==> src/rtl/autoconfig_zii_host.sv <==
// -----------------------------------------------------------------------------
// autoconfig_zii_host
//
// Zorro II AutoConfig initiator (host side), clocked on C7M. On START it walks
// the configuration chain at $E80000. For each board it:
//   - reads er_Type ($00/$02),
//   - reads the product ($04/$06) and manufacturer ($10..$16) nibbles,
//   - allocates a base in memory or I/O space,
//   - then either writes the base ($4A low nibble, then $48 high nibble) or
//     shuts the board up ($4C).
//
// Ports
//   C7M, RESET_n         bus clock (rising edge) / async active-low reset
//   START                1-cycle pulse, starts a scan when idle
//   CFG_OUT_n            CFGIN_n of the first card; held low from START until reset
//   A_HIGH, A_LOW        A23:16 and A6:1 of the current access
//   AS_n, DS_n, RW_n     bus strobes and direction
//   D_OUT, D_OE, D_IN    D15:12 write data / drive enable / sampled read data
//   BUSY, DONE           scan in progress / scan finished (until next START)
//   BOARD_CNT            boards handled in the last scan
//   REC_*                per-board record, valid while REC_VALID pulses
// -----------------------------------------------------------------------------
module autoconfig_zii_host #(
    parameter logic [7:0] MEM_START  = 8'h20,
    parameter logic [7:0] MEM_END    = 8'hA0,
    parameter logic [7:0] IO_START   = 8'hE9,
    parameter logic [7:0] IO_END     = 8'hF0,
    parameter int         MAX_BOARDS = 4
) (
    input  logic        C7M,
    input  logic        RESET_n,
    input  logic        START,
    output logic        CFG_OUT_n,
    output logic [7:0]  A_HIGH,
    output logic [5:0]  A_LOW,
    output logic        AS_n,
    output logic        DS_n,
    output logic        RW_n,
    output logic [3:0]  D_OUT,
    output logic        D_OE,
    input  logic [3:0]  D_IN,
    output logic        BUSY,
    output logic        DONE,
    output logic [2:0]  BOARD_CNT,
    output logic        REC_VALID,
    output logic [15:0] REC_MFG,
    output logic [7:0]  REC_PROD,
    output logic [7:0]  REC_BASE,
    output logic [2:0]  REC_SIZE,
    output logic        REC_SHUTUP
);

    typedef enum logic [3:0] {
        S_IDLE, S_RD_T0, S_RD_T1, S_RD_P0, S_RD_P1,
        S_RD_M0, S_RD_M1, S_RD_M2, S_RD_M3,
        S_ALLOC, S_WR_LO, S_WR_HI, S_WR_SHUT, S_REC, S_FINISH
    } state_t;

    localparam logic [2:0] LAST_PHASE = 3'd4;
    localparam logic [2:0] MAX_CNT    = 3'(MAX_BOARDS);

    state_t      state_q, state_d;
    logic [2:0]  phase_q, phase_d;
    logic        cfg_q, cfg_d;
    logic        done_q, done_d;
    logic [2:0]  cnt_q, cnt_d;
    logic [7:0]  mem_ptr_q, mem_ptr_d;
    logic [7:0]  io_ptr_q, io_ptr_d;
    logic [3:0]  type0_q, type0_d;
    logic [2:0]  size_q, size_d;
    logic [7:0]  prod_q, prod_d;
    logic [15:0] mfg_q, mfg_d;
    logic [7:0]  base_q, base_d;
    logic        shut_q, shut_d;

    // Allocation datapath
    logic       is_access;
    logic       is_write;
    logic       memlist;
    logic [8:0] units;
    logic [8:0] align;
    logic [8:0] ptr9;
    logic [8:0] end9;
    logic [8:0] base9;
    logic [8:0] top9;
    logic       fits;

    // Word address (A6:1) of each access state
    function automatic logic [5:0] reg_word(state_t s);
        case (s)
            S_RD_T0:   reg_word = 6'h00;
            S_RD_T1:   reg_word = 6'h01;
            S_RD_P0:   reg_word = 6'h02;
            S_RD_P1:   reg_word = 6'h03;
            S_RD_M0:   reg_word = 6'h08;
            S_RD_M1:   reg_word = 6'h09;
            S_RD_M2:   reg_word = 6'h0A;
            S_RD_M3:   reg_word = 6'h0B;
            S_WR_LO:   reg_word = 6'h25;
            S_WR_HI:   reg_word = 6'h24;
            S_WR_SHUT: reg_word = 6'h26;
            default:   reg_word = 6'h00;
        endcase
    endfunction

    assign is_access = (state_q != S_IDLE) && (state_q != S_ALLOC) &&
                       (state_q != S_REC)  && (state_q != S_FINISH);
    assign is_write  = (state_q == S_WR_LO) || (state_q == S_WR_HI) ||
                       (state_q == S_WR_SHUT);

    // er_Type bit 5 lives in bit 1 of the $00 nibble
    assign memlist = type0_q[1];

    always_comb begin
        case (size_q)
            3'd0:    units = 9'd128;
            3'd1:    units = 9'd1;
            3'd2:    units = 9'd2;
            3'd3:    units = 9'd4;
            3'd4:    units = 9'd8;
            3'd5:    units = 9'd16;
            3'd6:    units = 9'd32;
            default: units = 9'd64;
        endcase
    end

    // Alignment caps at 32 units (2 MB); all values are powers of two, so
    // rounding up is add-then-mask. Nine bits keep the carry for the fit test.
    assign align = (units > 9'd32) ? 9'd32 : units;
    assign ptr9  = {1'b0, memlist ? mem_ptr_q : io_ptr_q};
    assign end9  = {1'b0, memlist ? MEM_END : IO_END};
    assign base9 = (ptr9 + align - 9'd1) & ~(align - 9'd1);
    assign top9  = base9 + units;
    assign fits  = (top9 <= end9);

    // State register and datapath flops
    always_ff @(posedge C7M or negedge RESET_n) begin
        if (!RESET_n) begin
            state_q   <= S_IDLE;
            phase_q   <= 3'd0;
            cfg_q     <= 1'b1;
            done_q    <= 1'b0;
            cnt_q     <= 3'd0;
            mem_ptr_q <= 8'h00;
            io_ptr_q  <= 8'h00;
            type0_q   <= 4'h0;
            size_q    <= 3'd0;
            prod_q    <= 8'h00;
            mfg_q     <= 16'h0000;
            base_q    <= 8'h00;
            shut_q    <= 1'b0;
        end else begin
            state_q   <= state_d;
            phase_q   <= phase_d;
            cfg_q     <= cfg_d;
            done_q    <= done_d;
            cnt_q     <= cnt_d;
            mem_ptr_q <= mem_ptr_d;
            io_ptr_q  <= io_ptr_d;
            type0_q   <= type0_d;
            size_q    <= size_d;
            prod_q    <= prod_d;
            mfg_q     <= mfg_d;
            base_q    <= base_d;
            shut_q    <= shut_d;
        end
    end

    // Next-state logic
    always_comb begin
        state_d = state_q;
        case (state_q)
            S_IDLE:   if (START) state_d = S_RD_T0;
            S_ALLOC:  state_d = fits ? S_WR_LO : S_WR_SHUT;
            S_REC:    state_d = ((cnt_q + 3'd1) == MAX_CNT) ? S_FINISH : S_RD_T0;
            S_FINISH: state_d = S_IDLE;
            default: begin
                if (phase_q == LAST_PHASE) begin
                    case (state_q)
                        // All-ones type nibble means nobody answered: end of chain
                        S_RD_T0:   state_d = (type0_q == 4'hF) ? S_FINISH : S_RD_T1;
                        S_RD_T1:   state_d = S_RD_P0;
                        S_RD_P0:   state_d = S_RD_P1;
                        S_RD_P1:   state_d = S_RD_M0;
                        S_RD_M0:   state_d = S_RD_M1;
                        S_RD_M1:   state_d = S_RD_M2;
                        S_RD_M2:   state_d = S_RD_M3;
                        S_RD_M3:   state_d = S_ALLOC;
                        S_WR_LO:   state_d = S_WR_HI;
                        default:   state_d = S_REC;
                    endcase
                end
            end
        endcase
    end

    // Datapath next values
    always_comb begin
        phase_d   = (is_access && phase_q != LAST_PHASE) ? phase_q + 3'd1 : 3'd0;
        cfg_d     = cfg_q;
        done_d    = done_q;
        cnt_d     = cnt_q;
        mem_ptr_d = mem_ptr_q;
        io_ptr_d  = io_ptr_q;
        type0_d   = type0_q;
        size_d    = size_q;
        prod_d    = prod_q;
        mfg_d     = mfg_q;
        base_d    = base_q;
        shut_d    = shut_q;

        if (state_q == S_IDLE && START) begin
            cfg_d     = 1'b0;
            done_d    = 1'b0;
            cnt_d     = 3'd0;
            mem_ptr_d = MEM_START;
            io_ptr_d  = IO_START;
        end

        // Read data is captured on the edge that ends T3
        if (phase_q == 3'd3) begin
            case (state_q)
                S_RD_T0: type0_d        = D_IN;
                S_RD_T1: size_d         = D_IN[2:0];
                S_RD_P0: prod_d[7:4]    = ~D_IN;
                S_RD_P1: prod_d[3:0]    = ~D_IN;
                S_RD_M0: mfg_d[15:12]   = ~D_IN;
                S_RD_M1: mfg_d[11:8]    = ~D_IN;
                S_RD_M2: mfg_d[7:4]     = ~D_IN;
                S_RD_M3: mfg_d[3:0]     = ~D_IN;
                default: ;
            endcase
        end

        if (state_q == S_ALLOC) begin
            if (fits) begin
                base_d = base9[7:0];
                shut_d = 1'b0;
                if (memlist) mem_ptr_d = top9[7:0];
                else         io_ptr_d  = top9[7:0];
            end else begin
                base_d = 8'h00;
                shut_d = 1'b1;
            end
        end

        if (state_q == S_REC)    cnt_d  = cnt_q + 3'd1;
        if (state_q == S_FINISH) done_d = 1'b1;
    end

    // Outputs: strobes low in T1-T3, data driven T0-T3 of a write
    always_comb begin
        A_HIGH = 8'h00;
        A_LOW  = 6'h00;
        AS_n   = 1'b1;
        DS_n   = 1'b1;
        RW_n   = 1'b1;
        D_OUT  = 4'h0;
        D_OE   = 1'b0;
        if (is_access) begin
            A_HIGH = 8'hE8;
            A_LOW  = reg_word(state_q);
            AS_n   = !(phase_q >= 3'd1 && phase_q <= 3'd3);
            DS_n   = !(phase_q >= 3'd1 && phase_q <= 3'd3);
            RW_n   = !is_write;
            D_OE   = is_write && (phase_q != LAST_PHASE);
            case (state_q)
                S_WR_LO: D_OUT = base_q[3:0];
                S_WR_HI: D_OUT = base_q[7:4];
                default: D_OUT = 4'h0;
            endcase
        end
    end

    assign CFG_OUT_n  = cfg_q;
    assign BUSY       = (state_q != S_IDLE);
    assign DONE       = done_q;
    assign BOARD_CNT  = cnt_q;
    assign REC_VALID  = (state_q == S_REC);
    assign REC_MFG    = mfg_q;
    assign REC_PROD   = prod_q;
    assign REC_BASE   = base_q;
    assign REC_SIZE   = size_q;
    assign REC_SHUTUP = shut_q;

endmodule

==> config.mk <==
export PLATFORM = sky130hd
export DESIGN_NAME = autoconfig_zii_host
export DESIGN_NICKNAME = d
export VERILOG_FILES = /design/src/rtl/autoconfig_zii_host.sv
export SDC_FILE = /design/constraint.sdc
export NUM_CORES = 1
export LEC_CHECK = 0
export CAP_MARGIN = 30
export CORE_AREA = 2 2 117 91
export DETAILED_ROUTE_END_ITERATION = 10
export DIE_AREA = 0 0 119 93
export GPL_TIMING_DRIVEN = 0
export PLACE_DENSITY = 0.68
export SYNTH_ARGS = -nofsm -noshare
export SYNTH_HDL_FRONTEND = slang
export SYNTH_SLANG_ARGS = --single-unit
export TNS_END_PERCENT = 10
==> constraint.sdc <==
create_clock -name C7M -period 15.15 [get_ports C7M]
set_clock_uncertainty 0.2 [all_clocks]
set_input_delay 3.03 -clock C7M [delete_from_list [all_inputs] [get_ports C7M]]
set_output_delay 3.03 -clock C7M [all_outputs]
set_load 0.01 [all_outputs]
Yosys cells after proc, flatten, opt, wreduce, memory -nomap -nowiden. Memory sizes are Yosys's and may differ from the RTL's. Cells that the tools add are included. Widths: inputs -> output; s select.

Bits of input ports: 7. Output and inout port bits: 65. Bits in read-only memories: 80. Memories: 1. Register bits after elaboration: 68. Word-level logic and storage cells: 119.

Memories: (no name shown) (words 16, width 5, read ports 1, clocked after memory_dff 0, write ports 0, line 90) `case (s)`.

Bitwise operators: 3. Equal/unequal tests: 29. Muxes and demuxes: 33. Reductions and logical operators: 26. $add $sub $neg: 6. Magnitude comparators: 4.

Operators with widths (count): $mux 8 (11); $pmux 8 s7 (1); $pmux 4 s9 (1); $eq 4x4->1 const B (8); $mux 4 (5); $reduce_and 2->1 (9); $sub 9x1->9 const B (2); $eq 4x3->1 const B (4); $pmux 4 s4 (1); $eq 3x3->1 const B (5); $mux 3 (4); $ne 4x4->1 const B (3); $add 8x9->9 (1); $add 9x9->9 (1); $and 9x9->9 (1); $eq 3x2->1 const B (3); $gt 9x6->1 const B (1); $le 9x8->1 (1); $mux 9 (1); $not 9->9 (1); $eq 4x2->1 const B (2); $pmux 4 s2 (1); $logic_and 1x1->1 (7); $mux 7 (1); other kinds (17) (26).

Longest topological paths before layout. Gate-level depths: netlist of the first run.

Depth in word-level cells: 11. Depth in mapped cells: 24.

Worst setup path after synthesis of the first run. OpenSTA, ideal clock, no wires.

Path kind: register to register. Start point: reg type0_q[1]. End point: reg state_q[1]. Period minus slack after synthesis: 5120 ps. Setup slack: 10030 ps. Arrival time: 4794 ps. Buffers on the path: 2. Stages on the path, launching flop included: 22. Path through: dfrtp_1 > buf_1 > mux2i_1 > ha_1 > inv_1 > ha_1 > fa_1 > xnor2_1 > nor3_1 > ha_1 > o21ai_0 > o21bai_1 > a21oi_1 > xor2_1 > inv_1 > ha_1 > o211a_1 > o211a_1 > o32ai_2 > buf_6 > o221ai_2 > mux2_4.

Cells in the longest elaborated chain, start to end: 8. Elaborated cells on any way between the ends: 9.

Ends and longest elaborated chain: start, declared (line 69) `logic [3:0] type0_q, type0_d;`; start signal, assigned (line 160) `type0_q <= type0_d;`; $mux 8 (line 130) `assign ptr9 = {1'b0, memlist ? mem_ptr_q : io_ptr_q};`; $add 8x9->9 (line 132) `assign base9 = (ptr9 + align - 9'd1) & ~(align - 9'd1);`; $sub 9x1->9 (line 132); $and 9x9->9 (line 132); $add 9x9->9 (line 133) `assign top9 = base9 + units;`; $le 9x8->1 * (line 134) `assign fits = (top9 <= end9);`; $mux 3 * (line 174) `S_ALLOC: state_d = fits ? S_WR_LO : S_WR_SHUT;`; $pmux 4 s4 * (line 172) `case (state_q)`; end signal, assigned (line 153) `state_q <= state_d;`; end, declared (line 62) `state_t state_q, state_d;`.

Every way passes the cells marked *; elsewhere a longest branch is shown, timed or not. A chain may end at the register's enable or synchronous reset.

Final worst setup path of the first run.
Start point: reg state_q[0]. End point: out DS_n.

Cells in the longest elaborated chain, start to end: 5. Elaborated cells on any way between the ends: 8.

Ends and longest elaborated chain: $ne 4x4->1 or $reduce_bool 4->1 (tied branches) (line 106) `assign is_access = (state_q != S_IDLE) && (state_q != S_ALLOC) &&`; $logic_and 1x1->1 (2 in series) (line 106); $logic_and 1x1->1 * (line 107) `(state_q != S_REC) && (state_q != S_FINISH);`; named net is_access (line 77) `logic is_access;`; $mux 1 * (line 260) `if (is_access) begin`; end, declared (line 37) `output logic DS_n,`.

Mark *: on every way through the listed nets, which the timed path passes. The rest lies on a longest branch.

==> flow_summary.json, run 1 <==
{
  "asyncSetResetFlopFracSynth_pct": 100,
  "num_rows": 32,
  "cts_max_level": 3,
  "num_vias": 3729,
  "yosys.area.top_type": "sky130_fd_sc_hd__dfrtp_1",
  "crit_path_top_delay_cell": "sky130_fd_sc_hd__clkdlybuf4s50_1",
  "ys_ff_latch": 68,
  "post_cts_hold_buffer_count": 0,
  "area_growth_pct": 26.6,
  "min_path_type": "reg -> reg",
  "tritoncts": "done",
  "run_status": "completed",
  "timing.rr.end": "state_q[1]$_DFFE_PN0P_",
  "dominant_cell_by_count_in_the_synthesized_netlist": "sky130_fd_sc_hd__nand2_1",
  "number_of_synthesized_flops_with_an_enable_pin": 0,
  "wirelength_mm": 11.0,
  "antenna_left": 0,
  "cp-startpoint": "state_q[0]$_DFFE_PN0P_",
  "syn_avg_cell_area_sq_um": 9.01,
  "global_route_wire_length_before_repair_mm": 18.1,
  "layout_worst_path_cycle_share_pct": 41.4,
  "vias_in_the_first_global_route": 3570,
  "reg2reg_from": "type0_q[1]$_DFFE_PN0P_",
  "synthTopCellsByCount": "sky130_fd_sc_hd__nand2_1, sky130_fd_sc_hd__dfrtp_1, sky130_fd_sc_hd__o21ai_0, sky130_fd_sc_hd__ha_1, sky130_fd_sc_hd__inv_1",
  "synth_cell_types": 58,
  "timing.critical_path.fanout_max": 13,
  "max-cap-violations": 0,
  "detail_route.iter0.violations": 215,
  "grt_overflow": 0,
  "drt_pass1_iterations": 5,
  "synth-seq-area-share_pct": 38.9,
  "die_height_um": 93,
  "timing.critical_path.cells": "inv_1, ha_1, a21o_1, a22oi_1, clkbuf_1, o211ai_1, buf_4, clkdlybuf4s50_1",
  "multi_input_comb_area_sq_um": 2390,
  "grt_antenna_before_repair": 0,
  "fp.coreArea_sq_um": 9970,
  "fillerInstances": 908,
  "worst-slew-pin-transition_ns": 0.863,
  "worst-r2r-cell-count": 21,
  "clockRootBuffer": "sky130_fd_sc_hd__clkbuf_16",
  "maxSlewViolCount": 0,
  "finalSetupViolations": 0,
  "avgViaCountPerCell": 5.27,
  "die_area_sq_um": 11100,
  "overall_die_width_um": 119,
  "numClockSinks": 68,
  "effective_utilization_at_floorplan_pct": 43.9,
  "synth.yosys.warnings": 0,
  "place_hpwl_mm": 8.33,
  "worstSkewPairLatency_ns": 0.33,
  "worst-setup-path-type": "reg -> out",
  "cp-endpoint": "DS_n",
  "post_synth_main_area_contributors": "sky130_fd_sc_hd__dfrtp_1, sky130_fd_sc_hd__ha_1, sky130_fd_sc_hd__nand2_1, sky130_fd_sc_hd__mux2i_1, sky130_fd_sc_hd__o21ai_0",
  "antenna_cells_inserted": 0,
  "floorplan.io_pins": 72,
  "synth_top_area_share_pct": 38.3,
  "cts_setup_buffers": 0,
  "wl_per_cell_um": 15.5,
  "top_usage_layer": "met2",
  "number_of_instances_resized_during_post_cts_repair": 0,
  "reg_area_sq_um": 1700,
  "setup-tns-final_ns": 0,
  "maxClockFrequency_mhz": 160,
  "global_route.usage.met2_pct": 31.3,
  "met1_usage_pct": 29.9,
  "track_usage_pct": 20.7,
  "arrival_ns": 3.04,
  "place.gp.congestion": 0.871,
  "nNetsFinal": 612,
  "synth-main-ff-cell": "sky130_fd_sc_hd__dfrtp_1",
  "cts_inserted_buffers": 9,
  "slew-limit-headroom_pct": 42.4,
  "timing.critical_path.from_type": "register",
  "post-route-min-period_ns": 6.27,
  "synthesis.instances": 486,
  "placement.io_buffers": 66,
  "path_clk_slew_ns": 0.05,
  "timing.critical_path.required_ns": 11.92,
  "setup.worst_path.end_class": "output port",
  "cts.path.max_buffers": 2,
  "proportion_of_layout_cells_with_a_drive_suffix_above_1_pct": 7.87,
  "reg2reg_slack_ns": 9.04,
  "finalHoldViolations": 0,
  "drc": 0,
  "largest_net_degree_at_the_start_of_global_routing": 69,
  "grt.met3_usage_pct": 5.12,
  "grt_setup_unrepaired": "no",
  "highest_cell_delay_on_the_worst_timing_path_ns": 0.47,
  "mappedNetlistArea_sq_um": 4380
}
routing by layer:
layer | vias to the layer above | part of all wire (%)
met3 | 10 | 6.1
met4 | 0 | 1.0
met5 | - | 0
li1 | 1828 | -
met2 | 106 | 44
met1 | 1785 | 49
how the worst min path moves through the flow:
stage | cells past startpoint | slack [ns] | to | startpoint
finish | 2 | 0.28 | REC_PROD[3]$_DFFE_PN0P_ | REC_PROD[3]$_DFFE_PN0P_
global route | 2 | 0.31 | REC_MFG[12]$_DFFE_PN0P_ | REC_MFG[12]$_DFFE_PN0P_
CTS | 2 | 0.29 | REC_PROD[3]$_DFFE_PN0P_ | REC_PROD[3]$_DFFE_PN0P_
detailed placement | 2 | 0.27 | REC_MFG[12]$_DFFE_PN0P_ | REC_MFG[12]$_DFFE_PN0P_
global placement | 2 | 0.27 | REC_PROD[3]$_DFFE_PN0P_ | REC_PROD[3]$_DFFE_PN0P_
floorplan | 1 | 0.28 | type0_q[0]$_DFFE_PN0P_ | type0_q[0]$_DFFE_PN0P_
sequential cells by signal, summed over array words and instances, names as in the netlist:
register and count:
REC_BASE 8, REC_MFG 16, state_q 4, REC_SHUTUP 1, BOARD_CNT 3, io_ptr_q 8, REC_PROD 8, phase_q 3
CFG_OUT_n 1, type0_q 4, REC_SIZE 3, mem_ptr_q 8, DONE 1
cells in the final DEF (no fill, tap or decap), drive strengths merged, types with 2 or more instances in the layout:
master,instances
mux2,8
ha,35
a211oi,7
dfrtp,67
o21ai,50
a221oi,2
mux2i,25
a21oi,16
nand3,9
and2,10
conb,7
xnor2,5
o32ai,2
o21bai,5
fa,2
o211ai,3
and3,6
nand3b,5
buf,18
nor3,8
nand2b,4
xor2,6
clkdlybuf4s50,65
o22ai,2
o211a,3
bufinv,2
nor2,27
a21o,5
inv,35
a22oi,5
clkbuf,24
nand2,76
clkinv,2
or3,2
nor2b,7
cells by family (layout without fill, tap and decap cells):
kind of cell | count (synthesis) | after routing | share of synthesized area (%)
adders and majority gates | 37 | 37 | 10.9
DFF | 68 | 68 | 38.9
AOI/OAI and AO/OA | 109 | 109 | 15.8
muxes | 33 | 33 | 7.86
other | 2 | 7 | 0.172
buffers and inverters | 65 | 146 | 6.83
and+or+nand+nor | 161 | 161 | 17.3
xor gates and xnor gates | 11 | 11 | 2.20
worst max-delay path: cells and delay by family (launching register included):
family	cells	cell delay (ns)
compound gates	3	0.74
fa+ha+maj	1	0.29
buf+inv	4	1.22
flops	1	0.45
area by class of cell:
cell class	count	area share, %
Multi-Input combinational cell	358	43.2
Sequential cell	68	30.7
Timing Repair Buffer	66	11.9
Clock buffer	11	4.38
Tap cell	136	3.07
Buffer	30	3.03
Inverter	35	2.37
Clock inverter	4	1.33
stage by stage:
stage	worst slack [ns]	utilization (%)	cells	hold slack (ns)	instance area, sq um
detailed placement	9.06	52.4	693	0.273	5230
global placement	8.55	52.4	693	0.265	5230
global route	8.59	55.6	708	0.315	5540
finish	8.88	55.6	708	0.279	5540
CTS	8.87	55.6	708	0.286	5540
floorplan	10.03	-	491	0.279	4400
Power of run 1 is left out: the tool's default activity adds up to more than one toggle a clock period on the data nets, which glitch-free logic cannot reach.
==> run 2: changes to the inputs <==
- PLACE_DENSITY: 0.68 -> 0.71
- clock period: 15.15 -> 5.4 ns (I/O delays scaled with it)
==> flow_summary.json, run 2 (synthesized netlist as in run 1, its figures left out) <==
{
  "hold-path-cell-count": 2,
  "placement.io_buffers": 66,
  "grt_antenna_before_repair": 0,
  "track_usage_pct": 21.6,
  "post-route-min-period_ns": 5.29,
  "finish.instance_area_sq_um": 5670,
  "die_area_sq_um": 11100,
  "layout_worst_path_cycle_share_pct": 97.9,
  "run_status": "completed",
  "multi_input_comb_area_sq_um": 2450,
  "floorplan.io_pins": 72,
  "drc": 0,
  "maxSlewViolCount": 0,
  "largest_register_ff_count": 16,
  "grt.met3_usage_pct": 4.82,
  "antenna_left": 0,
  "cts_max_level": 3,
  "fillerInstances": 877,
  "fp.coreArea_sq_um": 9970,
  "avgViaCountPerCell": 5.39,
  "arrival_ns": 5.35,
  "num_vias": 3868,
  "post_cts_hold_buffer_count": 0,
  "dpl_worst_slack_ns": -0.533,
  "maxClockFrequency_mhz": 189,
  "global_route.usage.met2_pct": 33.7,
  "min_path_type": "reg -> reg",
  "path_clk_slew_ns": 0.06,
  "num_rows": 32,
  "worst-slew-pin-transition_ns": 0.883,
  "worst-r2r-cell-count": 24,
  "crit_path_top_delay_cell": "sky130_fd_sc_hd__fa_2",
  "highest_cell_delay_on_the_worst_timing_path_ns": 0.52,
  "largest_net_degree_at_the_start_of_global_routing": 69,
  "antenna_cells_inserted": 0,
  "placed_cell_area_sq_um": 5230,
  "grt_overflow": 0,
  "setup.worst_path.end_class": "register",
  "timing.critical_path.required_ns": 5.46,
  "vias_in_the_first_global_route": 3616,
  "tritoncts": "done",
  "top_usage_layer": "met2",
  "proportion_of_layout_cells_with_a_drive_suffix_above_1_pct": 12.0,
  "met1_usage_pct": 30.4,
  "place.gp.congestion": 0.919,
  "detail_route.iter0.violations": 258,
  "reg2reg_from": "REC_SIZE[2]$_DFFE_PN0P_",
  "timing.rr.end": "io_ptr_q[3]$_DFF_PN0_",
  "final_core_util_pct": 56.9,
  "numClockSinks": 68,
  "effective_utilization_at_floorplan_pct": 43.9,
  "finalSetupViolations": 0,
  "cts_inserted_buffers": 9,
  "cp-startpoint": "REC_SIZE[2]$_DFFE_PN0P_",
  "cts.path.max_buffers": 2,
  "kind_of_cell_adding_the_most_delay_to_the_critical_path": "adder cells",
  "slew-limit-headroom_pct": 41.1,
  "wl_per_cell_um": 16.1,
  "finalHoldViolations": 0,
  "stdcell_count": 718,
  "post-route-worst-setup-slack_ns": 0.111,
  "hp-start": "REC_MFG[0]$_DFFE_PN0P_",
  "mostFrequentLayoutCell": "sky130_fd_sc_hd__nand2_1",
  "hold_end": "REC_MFG[0]$_DFFE_PN0P_",
  "worstSkewPairLatency_ns": 0.34,
  "crit_path_depth": 24,
  "drt_pass1_iterations": 6,
  "reg2reg_slack_ns": 0.11,
  "place_hpwl_mm": 8.39,
  "buffers_plus_inverters_on_the_worst_setup_path": 6,
  "worst-setup-path-type": "reg -> reg",
  "reg_area_sq_um": 1700,
  "timing.critical_path.cells": "clkbuf_4, nor2_1, and2_2, inv_1, ha_1, inv_1, ha_1, fa_2, and2_1, ha_2, a211oi_2, o21bai_1, a21oi_2, xor2_1, inv_1, ha_1, nand2_1, nor3_1, o211a_1, o32ai_4, buf_4, nor3_4, buf_4, mux2i_2",
  "overall_die_width_um": 119,
  "timing.critical_path.from_type": "register",
  "nNetsFinal": 621,
  "clockRootBuffer": "sky130_fd_sc_hd__clkbuf_16",
  "area_growth_pct": 29.5,
  "wirelength_mm": 11.6,
  "die_height_um": 93,
  "global_route_wire_length_before_repair_mm": 18.7,
  "dp.cells": 693,
  "final_cell_mix": "sky130_fd_sc_hd__nand2_1, sky130_fd_sc_hd__dfrtp_1, sky130_fd_sc_hd__clkdlybuf4s50_1",
  "timing.critical_path.fanout_max": 10,
  "max-cap-violations": 0
}
-- run 2: repair_timing --
item	4_1_cts	5_1_grt
endpoints found under the setup margin	27	18
resized for setup	8	13
setup buffers	1	8
pin swaps	3	7
-- run 2: how the worst max path moves through the flow --
| stage | slack (ns) | to |
|---|---|---|
| finish | 0.11 | io_ptr_q[3]$_DFF_PN0_ |
| global route | -0.13 | io_ptr_q[3]$_DFF_PN0_ |
| CTS | 0.07 | state_q[1]$_DFFE_PN0P_ |
| detailed placement | -0.53 | state_q[1]$_DFFE_PN0P_ |
| global placement | -0.55 | state_q[1]$_DFFE_PN0P_ |
| floorplan | 0.28 | state_q[1]$_DFFE_PN0P_ |
-- run 2: per-stage QoR --
stage,hold slack (ns),setup TNS [ns]
after floorplan,0.279,0
after global placement,0.268,-10.36
after detailed placement,0.269,-10.09
after CTS,0.283,0
after global routing,0.299,-1.35
final,0.276,0
-- run 2: area by class of cell --
class,count,area share (%)
Multi-Input combinational cell,358,43.3
Sequential cell,68,30.0
Timing Repair Buffer,75,12.9
Clock buffer,9,3.97
Buffer,30,3.18
Tap cell,136,3.00
Inverter,35,2.32
Clock inverter,7,1.32
-- run 2: routing by layer --
| metal | part of all wire, % | vias to the layer above |
|---|---|---|
| li1 | - | 1852 |
| met1 | 47 | 1878 |
| met2 | 46 | 123 |
| met3 | 5.8 | 15 |
| met4 | 1.3 | 0 |
| met5 | 0 | - |
-- run 2: worst reg2reg max path, cell delays in order, from the launching register on --
cell and delay, ns:
sky130_fd_sc_hd__dfrtp_1 0.41, sky130_fd_sc_hd__clkbuf_4 0.20, sky130_fd_sc_hd__nor2_1 0.09, sky130_fd_sc_hd__and2_2 0.19, sky130_fd_sc_hd__inv_1 0.06, sky130_fd_sc_hd__ha_1 0.27, sky130_fd_sc_hd__inv_1 0.04, sky130_fd_sc_hd__ha_1 0.24
sky130_fd_sc_hd__fa_2 0.52, sky130_fd_sc_hd__and2_1 0.17, sky130_fd_sc_hd__ha_2 0.34, sky130_fd_sc_hd__a211oi_2 0.25, sky130_fd_sc_hd__o21bai_1 0.12, sky130_fd_sc_hd__a21oi_2 0.16, sky130_fd_sc_hd__xor2_1 0.24, sky130_fd_sc_hd__inv_1 0.08
sky130_fd_sc_hd__ha_1 0.32, sky130_fd_sc_hd__nand2_1 0.06, sky130_fd_sc_hd__nor3_1 0.13, sky130_fd_sc_hd__o211a_1 0.25, sky130_fd_sc_hd__o32ai_4 0.12, sky130_fd_sc_hd__buf_4 0.17, sky130_fd_sc_hd__nor3_4 0.19, sky130_fd_sc_hd__buf_4 0.17
sky130_fd_sc_hd__mux2i_2 0.21
Power of run 2 is left out for the same reason.
